<file path="config.mk">
export PLATFORM = sky130hd
export DESIGN_NAME = fifo_rr_arbiter
export DESIGN_NICKNAME = d
export VERILOG_FILES = /design/src/rtl/fifo_rr_arbiter_pkg.sv /design/src/rtl/fifo_rr_arbiter_rr_pick.sv /design/src/rtl/fifo_rr_arbiter.sv
export SDC_FILE = /design/constraint.sdc
export NUM_CORES = 1
export LEC_CHECK = 0
export BUFFER_PORTS_ARGS = -buffer_cell sky130_fd_sc_hd__buf_4
export CAP_MARGIN = 25
export CELL_PAD_IN_SITES_DETAIL_PLACEMENT = 0
export CELL_PAD_IN_SITES_GLOBAL_PLACEMENT = 1
export CORE_ASPECT_RATIO = 0.75
export CORE_MARGIN = 1.5
export CORE_UTILIZATION = 35
export DETAILED_ROUTE_END_ITERATION = 8
export PLACE_DENSITY = 0.87
export SYNTH_ARGS = -nofsm -noshare
export SYNTH_HDL_FRONTEND = slang
export SYNTH_SLANG_ARGS = --single-unit
</file>
<file path="constraint.sdc">
create_clock -name CLK -period 1.93 [get_ports CLK]
set_input_delay 0.2895 -clock CLK [delete_from_list [all_inputs] [get_ports CLK]]
set_output_delay 0.2895 -clock CLK [all_outputs]
set_load 0.005 [all_outputs]
</file>
<file path="src/rtl/fifo_rr_arbiter_pkg.sv">
// Shared types and helpers for the FIFO round-robin read scheduler and its
// sibling shared-resource schedulers.
package fifo_rr_arbiter_pkg;

  typedef enum logic {
    ST_IDLE  = 1'b0,
    ST_BURST = 1'b1
  } state_e;

  localparam int unsigned DATA_WIDTH_DEF = 8;

  // Index width for a channel count; a single channel still needs one bit.
  function automatic int unsigned ch_w(input int unsigned num_ch);
    return (num_ch > 1) ? $clog2(num_ch) : 1;
  endfunction

endpackage

</file>
<file path="src/rtl/fifo_rr_arbiter_rr_pick.sv">
// Rotating priority encoder: picks the first requester above last_grant_i,
// wrapping modulo NUM_CH.
module fifo_rr_arbiter_rr_pick #(
  parameter int unsigned NUM_CH = 4,
  parameter int unsigned CH_W   = 2
) (
  input  logic [NUM_CH-1:0] req_i,
  input  logic [CH_W-1:0]   last_grant_i,
  output logic [CH_W-1:0]   sel_o,
  output logic              any_o
);

  logic [CH_W-1:0] idx;

  // Scan from farthest to nearest so the nearest requester wins by overwrite.
  always_comb begin
    sel_o = '0;
    idx   = '0;
    for (int unsigned i = NUM_CH; i > 0; i--) begin
      idx = CH_W'((32'(last_grant_i) + i) % NUM_CH);
      if (req_i[idx]) sel_o = idx;
    end
  end

  assign any_o = |req_i;

endmodule

</file>
<file path="src/rtl/fifo_rr_arbiter.sv">
// Round-robin burst scheduler draining NUM_CH FIFOs onto one registered byte
// stream, with PAUSE backpressure and a per-channel enable mask.
module fifo_rr_arbiter
  import fifo_rr_arbiter_pkg::*;
#(
  parameter int unsigned NUM_CH     = 4,
  parameter int unsigned DATA_WIDTH = DATA_WIDTH_DEF,
  parameter int unsigned BURST_LEN  = 4,
  parameter int unsigned CH_W       = ch_w(NUM_CH)
) (
  input  logic                         CLK,
  input  logic                         RESET,
  input  logic [NUM_CH-1:0]            FIFO_EMPTY,
  input  logic [NUM_CH*DATA_WIDTH-1:0] FIFO_DATA,
  input  logic [NUM_CH-1:0]            CH_MASK,
  input  logic                         PAUSE,
  output logic [NUM_CH-1:0]            FIFO_READ,
  output logic [DATA_WIDTH-1:0]        DATA_OUT,
  output logic                         VALID_OUT,
  output logic [CH_W-1:0]              CH_OUT,
  output logic                         BUSY
);

  localparam int unsigned CntW = $clog2(BURST_LEN + 1);

  state_e                state_q, state_d;
  logic [CH_W-1:0]       grant_q, grant_d;
  logic [CH_W-1:0]       last_grant_q, last_grant_d;
  logic [CntW-1:0]       burst_cnt_q, burst_cnt_d;
  logic [NUM_CH-1:0]     eligible;
  logic [CH_W-1:0]       pick_sel, pop_ch;
  logic                  pick_any, pop;
  logic                  rd_vld_q;
  logic [CH_W-1:0]       rd_ch_q;
  logic [DATA_WIDTH-1:0] data_q, data_d;
  logic                  valid_q;
  logic [CH_W-1:0]       ch_q, ch_d;

  assign eligible = CH_MASK & ~FIFO_EMPTY;

  fifo_rr_arbiter_rr_pick #(
    .NUM_CH (NUM_CH),
    .CH_W   (CH_W)
  ) u_rr_pick (
    .req_i        (eligible),
    .last_grant_i (last_grant_q),
    .sel_o        (pick_sel),
    .any_o        (pick_any)
  );

  always_comb begin
    state_d      = state_q;
    grant_d      = grant_q;
    last_grant_d = last_grant_q;
    burst_cnt_d  = burst_cnt_q;
    pop          = 1'b0;
    pop_ch       = grant_q;
    unique case (state_q)
      ST_IDLE: begin
        if (!PAUSE && pick_any) begin
          pop          = 1'b1;
          pop_ch       = pick_sel;
          grant_d      = pick_sel;
          last_grant_d = pick_sel;
          burst_cnt_d  = CntW'(1);
          state_d      = ST_BURST;
        end
      end
      ST_BURST: begin
        // Exit takes priority over PAUSE so a drained or masked channel frees the slot.
        if (burst_cnt_q == CntW'(BURST_LEN) || !eligible[grant_q]) begin
          state_d = ST_IDLE;
        end else if (!PAUSE) begin
          pop         = 1'b1;
          burst_cnt_d = burst_cnt_q + CntW'(1);
        end
      end
      default: state_d = ST_IDLE;
    endcase
  end

  // Gated by RESET so no FIFO is popped while reset is held.
  assign FIFO_READ = (pop && !RESET) ? (NUM_CH'(1) << pop_ch) : '0;

  always_comb begin
    data_d = data_q;
    ch_d   = ch_q;
    if (rd_vld_q) begin
      data_d = FIFO_DATA[32'(rd_ch_q) * DATA_WIDTH +: DATA_WIDTH];
      ch_d   = rd_ch_q;
    end
  end

  always_ff @(posedge CLK or posedge RESET) begin
    if (RESET) begin
      state_q      <= ST_IDLE;
      grant_q      <= '0;
      last_grant_q <= CH_W'(NUM_CH - 1);
      burst_cnt_q  <= '0;
      rd_vld_q     <= 1'b0;
      rd_ch_q      <= '0;
      data_q       <= '0;
      valid_q      <= 1'b0;
      ch_q         <= '0;
    end else begin
      state_q      <= state_d;
      grant_q      <= grant_d;
      last_grant_q <= last_grant_d;
      burst_cnt_q  <= burst_cnt_d;
      rd_vld_q     <= pop;
      rd_ch_q      <= pop_ch;
      data_q       <= data_d;
      valid_q      <= rd_vld_q;
      ch_q         <= ch_d;
    end
  end

  assign DATA_OUT  = data_q;
  assign VALID_OUT = valid_q;
  assign CH_OUT    = ch_q;
  assign BUSY      = (state_q == ST_BURST) | rd_vld_q | valid_q;

endmodule

</file>
* Yosys cells after proc, flatten, opt, wreduce, memory -nomap -nowiden *
Index checks and enable logic that the tools add are counted.

storage, ports and cells
  register bits after elaboration = 20
  input bits = 43
  output and inout bits = 16
  logic and storage cells = 65

cells by class
  add/sub/neg operators = 5
  magnitude comparators = 5
  equal/unequal tests = 4
  shift operators = 2
  muxes and demuxes = 27
  bitwise logic cells = 5
  reductions and logical operators = 9

operators by type and width
  cell                                                        count
  variable part select 32 x 6 -> 8 bit                        1
  less-than comparator 2 x 3 -> 1 bit, second input constant  5
  2-to-1 mux 2 bit                                            6
  binary-select mux 1 bit (select 2 bit)                      5
  2-to-1 mux 1 bit                                            9
  2-to-1 mux 3 bit                                            3
  != test 2 bit, second input constant                        3
  one-hot mux 3 bit (2 select lines)                          1
  adder 2 x 1 -> 2 bit, second input constant                 2
  adder 2 bit, second input constant                          2
  bitwise AND 4 bit                                           1
  2-to-1 mux 4 bit                                            1
  inverter 4 bit                                              1
  one-hot mux 1 bit (2 select lines)                          2
  OR reduction 4 bit                                          1
  << shifter 1 x 2 -> 4 bit, first input constant             1
  adder 3 x 1 -> 3 bit, second input constant                 1
  equality test 3 bit, second input constant                  1
  logical NOT 1 bit                                           3
  AND reduction 3 bit                                         1
  logical AND 1 bit                                           2
  bitwise OR 1 bit                                            2
  AND reduction 2 bit                                         1
  logical OR 1 bit                                            1
  inverter 1 bit                                              1

* Logic depth before layout (Yosys ltp) *
  word-level depth = 12
  depth in mapped cells = 7
  mapped depth without buffers = 7

* Hierarchy *
From an unflattened synthesis, not the netlist that was laid out.

second synthesis, totals
  cell total of the unflattened synthesis = 108
  area total of the unflattened synthesis = 1280.0 sq um

by module, submodules not included
  module                   instances  cells each  area an instance (sq um)  seq. area each (sq um)
  fifo_rr_arbiter          1          94          1188.6                    503.0
  fifo_rr_arbiter_rr_pick  1          14          91.3                      0.0

* Worst setup path before layout *
Ideal clock, no wire load.

  kind = input port to output port
  start = input FIFO_EMPTY[1]
  end = output FIFO_READ[0]
  arrival time = 1412 ps
  required time = 1640 ps
  path slack = 229 ps
  stages on the path = 5
  buffers on the path = 0
  cell sequence = and2b_4 -> o41ai_4 -> inv_2 -> a2bb2oi_2 -> nor3_1

on the way
  word-level cells in the longest chain between the ends = 12
  elaborated cells on any way between the ends = 28
  those cells by class = shift (1); mux (20); bitwise (2); reduce/logical (5)

ends and longest elaborated chain
  element                                 line                           text
  start: declaration                      fifo_rr_arbiter.sv:13          input logic [NUM_CH-1:0] FIFO_EMPTY,
  inverter 4 bit (*)                      fifo_rr_arbiter.sv:39          assign eligible = CH_MASK & ~FIFO_EMPTY;
  bitwise AND 4 bit (*)                   fifo_rr_arbiter.sv:39
  binary-select mux 1 bit (select 2 bit)  fifo_rr_arbiter_rr_pick.sv:21  if (req_i[idx]) sel_o = idx;
  2-to-1 mux 1 bit (not written as such)  fifo_rr_arbiter_rr_pick.sv:21
  2-to-1 mux 2 bit (4 in a row)           fifo_rr_arbiter_rr_pick.sv:21
  2-to-1 mux 2 bit                        -
  2-to-1 mux 2 bit                        fifo_rr_arbiter.sv:58          unique case (state_q)
  << shifter 1 x 2 -> 4 bit               fifo_rr_arbiter.sv:83          assign FIFO_READ = (pop && !RESET) ? (NUM_CH'(1) << pop_ch) : '0;
  2-to-1 mux 4 bit (*)                    fifo_rr_arbiter.sv:83
  end: declaration                        fifo_rr_arbiter.sv:17          output logic [NUM_CH-1:0] FIFO_READ,

Every way passes the cells marked *; elsewhere a longest branch is shown, timed or not. The select of a mux whose other input is x is not followed.

* Worst setup path after layout *
  start = register last_grant_q[0]
  end = output FIFO_READ[3]

on the way
  word-level cells in the longest chain between the ends = 11
  elaborated cells on any way between the ends = 20
  those cells by class = add/sub (4); shift (1); mux (15)

ends and longest elaborated chain
  element                                 line                           text
  start: declaration                      fifo_rr_arbiter.sv:28          logic [CH_W-1:0] last_grant_q, last_grant_d;
  start signal: assignment                fifo_rr_arbiter.sv:98          last_grant_q <= CH_W'(NUM_CH - 1);
  start signal: assignment                fifo_rr_arbiter.sv:108         last_grant_q <= last_grant_d;
  adder 2 x 1 -> 2 bit                    fifo_rr_arbiter_rr_pick.sv:20  idx = CH_W'((32'(last_grant_i) + i) % NUM_CH);
  binary-select mux 1 bit (select 2 bit)  fifo_rr_arbiter_rr_pick.sv:21
  2-to-1 mux 1 bit (not written as such)  fifo_rr_arbiter_rr_pick.sv:21
  2-to-1 mux 2 bit (3 in a row)           fifo_rr_arbiter_rr_pick.sv:21
  2-to-1 mux 2 bit (*)                    fifo_rr_arbiter_rr_pick.sv:21
  2-to-1 mux 2 bit (*)                    -
  2-to-1 mux 2 bit (*)                    fifo_rr_arbiter.sv:58
  << shifter 1 x 2 -> 4 bit (*)           fifo_rr_arbiter.sv:83
  2-to-1 mux 4 bit (*)                    fifo_rr_arbiter.sv:83

Marked as above.

==> flow_results.xml <==
<?xml version="1.0" encoding="UTF-8"?>
<metrics>
  <group name="sta">
    <metric name="fmax" unit="GHz">0.486</metric>
    <metric name="rsz0062_at_grt" unit="">true</metric>
    <metric name="final_max_slew_violation_count" unit="">0</metric>
    <metric name="relSlewSlack" unit="%">71.9</metric>
    <metric name="report.final.setup_viol" unit="">4</metric>
    <metric name="timing.setup.tns" unit="ps">-455</metric>
    <metric name="timing.clock.skew" unit="ps">5.35</metric>
    <metric name="max_slew.worst_pin.slew" unit="ps">420</metric>
    <metric name="finalCriticalPeriod" unit="ps">2060</metric>
    <metric name="finalHoldViolations" unit="">0</metric>
    <metric name="postLayoutSetupSlackWorst" unit="ps">-128</metric>
    <metric name="min_period_over_period" unit="%">107</metric>
  </group>
  <group name="setup_path">
    <metric name="critical_path_class" unit="">reg2out</metric>
    <metric name="end_kind" unit="">primary output</metric>
    <metric name="crit_chain" unit="">o31a_1 -&gt; o2111a_2 -&gt; a2bb2oi_4 -&gt; nor3b_2 -&gt; buf_4</metric>
    <metric name="rr_worst_depth" unit="">5</metric>
    <metric name="worst_path_largest_cell_delay" unit="ps">400</metric>
    <metric name="critical_path.startpoint_type" unit="">flop</metric>
    <metric name="critical_path.max_fanout" unit="">5</metric>
    <metric name="worst-endpoint-arrival" unit="ps">1770</metric>
    <metric name="required" unit="ps">1640</metric>
    <metric name="timing.critical_path.slowest_stage_cell" unit="">sky130_fd_sc_hd__dfstp_2</metric>
  </group>
  <group name="clocking">
    <metric name="tritoncts" unit="">done</metric>
    <metric name="htreeDepth" unit="">1</metric>
    <metric name="clkSinkCount" unit="">20</metric>
    <metric name="clock_path_buffers" unit="">2</metric>
    <metric name="clk-insertion-delay-late" unit="ps">260</metric>
    <metric name="clk_transition_reported_paths" unit="ps">70</metric>
    <metric name="ctsHoldBuffers" unit="">0</metric>
    <metric name="ctsRootBufferMaster" unit="">sky130_fd_sc_hd__clkbuf_8</metric>
    <metric name="cts_inserted_buffers" unit="">3</metric>
  </group>
  <group name="final_layout">
    <metric name="num-fill-cells" unit="">250</metric>
    <metric name="num-nets-final" unit="">219</metric>
    <metric name="final_core_util" unit="%">58.3</metric>
    <metric name="layout.cells.most_common_list" unit="">sky130_fd_sc_hd__buf_4 (77), sky130_fd_sc_hd__dfrtp_1 (18), sky130_fd_sc_hd__mux2_2 (10)</metric>
    <metric name="final_layout_size_suffix_gt1_share" unit="%">70.5</metric>
    <metric name="post_layout_nonfiller_instances" unit="">213</metric>
    <metric name="multi_input_area" unit="sq um">733</metric>
    <metric name="layout_commonest_cell" unit="">sky130_fd_sc_hd__buf_4</metric>
    <metric name="register_area" unit="sq um">503</metric>
    <metric name="layout-area-overhead-vs-synth" unit="%">57.9</metric>
    <metric name="num_antenna_cells" unit="">0</metric>
  </group>
  <group name="floorplanning">
    <metric name="initial_utilization" unit="%">36.9</metric>
    <metric name="pin_count" unit="">59</metric>
    <metric name="die_width" unit="microns">71.5</metric>
    <metric name="die_area" unit="sq um">3880</metric>
    <metric name="die_height" unit="microns">54.3</metric>
    <metric name="placementRows" unit="">18</metric>
    <metric name="fp.coreArea" unit="sq um">3330</metric>
  </group>
  <group name="synth">
    <metric name="synth_top_cell_by_area" unit="">sky130_fd_sc_hd__dfrtp_1</metric>
    <metric name="yosysUniqueCellTypes" unit="">39</metric>
    <metric name="syn-num-nets" unit="">140</metric>
    <metric name="synth_edf_count" unit="">0</metric>
    <metric name="yosys_warnings" unit="">0</metric>
    <metric name="yosys.area.top_type_share" unit="%">36.6</metric>
    <metric name="instance_count_of_the_mapped_netlist" unit="">95</metric>
    <metric name="syn_area" unit="sq um">1230</metric>
    <metric name="postSynthRegisterBits" unit="">20</metric>
    <metric name="syn_avg_cell_area" unit="sq um">12.9</metric>
    <metric name="yosys-top-cells-area" unit="">sky130_fd_sc_hd__dfrtp_1 (37%), sky130_fd_sc_hd__mux4_2 (16%), sky130_fd_sc_hd__mux2_2 (9.2%)</metric>
    <metric name="async_flop_share" unit="%">100</metric>
    <metric name="postSynth.topFlopCell" unit="">sky130_fd_sc_hd__dfrtp_1</metric>
    <metric name="synth-seq-area-share" unit="%">40.9</metric>
  </group>
  <group name="run_status">
    <metric name="failed_checks" unit="">design-rule violations, negative setup slack</metric>
    <metric name="outcome" unit="">finished with violations</metric>
  </group>
  <group name="drt">
    <metric name="detailroute.via_count" unit="">1137</metric>
    <metric name="detailedRoute.firstPassIterationCount" unit="">6</metric>
    <metric name="antenna_left" unit="">0</metric>
    <metric name="route.detailed.drc" unit="">4</metric>
    <metric name="drt-vias-per-instance" unit="">5.34</metric>
    <metric name="post_dr_wirelength_cell" unit="microns">15.9</metric>
    <metric name="routed_wl" unit="microns">3380</metric>
    <metric name="detailedRoute.firstIterationViolations" unit="">59</metric>
  </group>
  <group name="global_routing">
    <metric name="remaining_global_route_overflow" unit="">0</metric>
    <metric name="global_route.usage.total" unit="%">18.5</metric>
    <metric name="global_route_wire_length_before_repair" unit="microns">5380</metric>
    <metric name="vias_in_the_first_global_route" unit="">1127</metric>
    <metric name="grt_start_max_net_pins" unit="">21</metric>
    <metric name="antenna_found_initial" unit="">0</metric>
  </group>
  <group name="power_and_ir_drop">
    <metric name="pwr-share-clk" unit="%">14.6</metric>
    <metric name="power" unit="uW">2120</metric>
    <metric name="p_seq_share" unit="%">34.2</metric>
    <metric name="power_switching" unit="uW">667</metric>
    <metric name="power.ir.vdd_worst" unit="mV">0.523</metric>
    <metric name="p_leak" unit="uW">0.000920</metric>
    <metric name="swShare" unit="%">31.4</metric>
    <metric name="powerDensity" unit="nW/um^2">1090</metric>
    <metric name="combPwrFrac" unit="%">51.2</metric>
    <metric name="power.internal" unit="uW">1460</metric>
  </group>
  <group name="worst_hold_path">
    <metric name="min_path_type" unit="">in2async</metric>
  </group>
  <group name="placed_design">
    <metric name="number_of_placed_instances_with_taps_included" unit="">203</metric>
    <metric name="finalWeightedCongestion" unit="">0.902</metric>
    <metric name="preCtsSetupSlack" unit="ps">-64.6</metric>
    <metric name="dp_hpwl" unit="microns">2590</metric>
    <metric name="buffer_ports.inserted" unit="">58</metric>
  </group>
  <group name="job">
    <metric name="maxCapViolCount" unit="">0</metric>
  </group>
</metrics>
-- Yosys cell counts, types with 2 or more instances --
| library cell | instances |
|---|---|
| sky130_fd_sc_hd__a21oi_1 | 3 |
| sky130_fd_sc_hd__clkbuf_1 | 2 |
| sky130_fd_sc_hd__dfrtp_1 | 18 |
| sky130_fd_sc_hd__dfstp_2 | 2 |
| sky130_fd_sc_hd__ha_1 | 2 |
| sky130_fd_sc_hd__inv_1 | 5 |
| sky130_fd_sc_hd__mux2_2 | 10 |
| sky130_fd_sc_hd__mux4_2 | 9 |
| sky130_fd_sc_hd__nand2_1 | 7 |
| sky130_fd_sc_hd__nand2b_4 | 3 |
| sky130_fd_sc_hd__nor2_1 | 3 |
| sky130_fd_sc_hd__nor2b_1 | 2 |
| sky130_fd_sc_hd__nor3_1 | 3 |
-- area by class of cell --
| class | count | area share [%] |
|---|---|---|
| sequential | 20 | 25.9 |
| inverter | 6 | 1.16 |
| multi-input combinational | 66 | 37.8 |
| clock buffer | 4 | 2.84 |
| timing repair buffer | 77 | 29.8 |
| tap | 40 | 2.58 |
-- worst paths after layout --
path	slack, ps	end	from
min reg2reg	490	burst_cnt_q[2]$_DFFE_PP0P_	burst_cnt_q[2]$_DFFE_PP0P_
max	-130	FIFO_READ[3]	last_grant_q[0]$_DFFE_PP1P_
min	70	DATA_OUT[2]$_DFFE_PP0P_	RESET
min in group CLK	390	burst_cnt_q[2]$_DFFE_PP0P_	PAUSE
max in group asynchronous	1590	last_grant_q[0]$_DFFE_PP1P_	RESET
max reg2reg	260	burst_cnt_q[2]$_DFFE_PP0P_	rd_ch_q[1]$_DFF_PP0_
-- stage by stage --
stage / hold slack (ps) / instance area [sq um]
6_report: 71.8 / 1940
4_1_cts: 68.5 / 1920
3_5_place_dp: 353 / 1800
3_3_place_gp: 353 / 1800
2_1_floorplan: 252 / 1230
5_1_grt: 86.8 / 1940
-- flip-flops by register name (all words and copies together), names as in the netlist --
signal,count
burst_cnt_q,3
VALID_OUT,1
rd_vld_q,1
DATA_OUT,8
last_grant_q,2
CH_OUT,2
state_q,1
rd_ch_q,2
-- cells by family (layout without fill, tap and decap cells) --
family | after synthesis | count (layout) | share of synthesized area [%]
buffers and inverters | 9 | 87 | 2.85
muxes | 20 | 20 | 26.4
DFF | 20 | 20 | 40.9
and+or+nand+nor | 29 | 29 | 16.2
adders and majority gates | 2 | 2 | 2.03
AOI/OAI and AO/OA | 15 | 15 | 11.6
-- metal layers --
metal	up-vias	GRT usage [%]	part of all wire, %
met2	48	31.9	49
li1	516	-	-
met5	-	0	0
met3	8	5.71	7.8
met1	565	22.8	42
met4	0	5.97	1.2
-- repair_timing --
action                                  CTS  global route
pin swaps                                 5             4
gates cloned                              0             0
gates resized for setup                   7             2
endpoints found under the setup margin    4             4
buffers inserted                          4             2
-- power by group through the flow --
| stage | logic [uW] | clock network (uW) | registers, uW |
|---|---|---|---|
| 6_report | 1090 | 310 | 726 |
| 5_1_grt | 1170 | 340 | 753 |
| 4_1_cts | 1070 | 326 | 724 |
| 3_5_place_dp | 1000 | 0 | 728 |
| 3_3_place_gp | 977 | 0 | 718 |
| 2_1_floorplan | 559 | 0 | 714 |
-- worst max-delay path: cells and delay by family (launching register included) --
kind | cells | cell delay (ps)
flops | 1 | 400
simple gates | 1 | 210
buf+inv | 1 | 140
compound gates | 3 | 760
No activity file was read; power rests on OpenSTA's default activity.
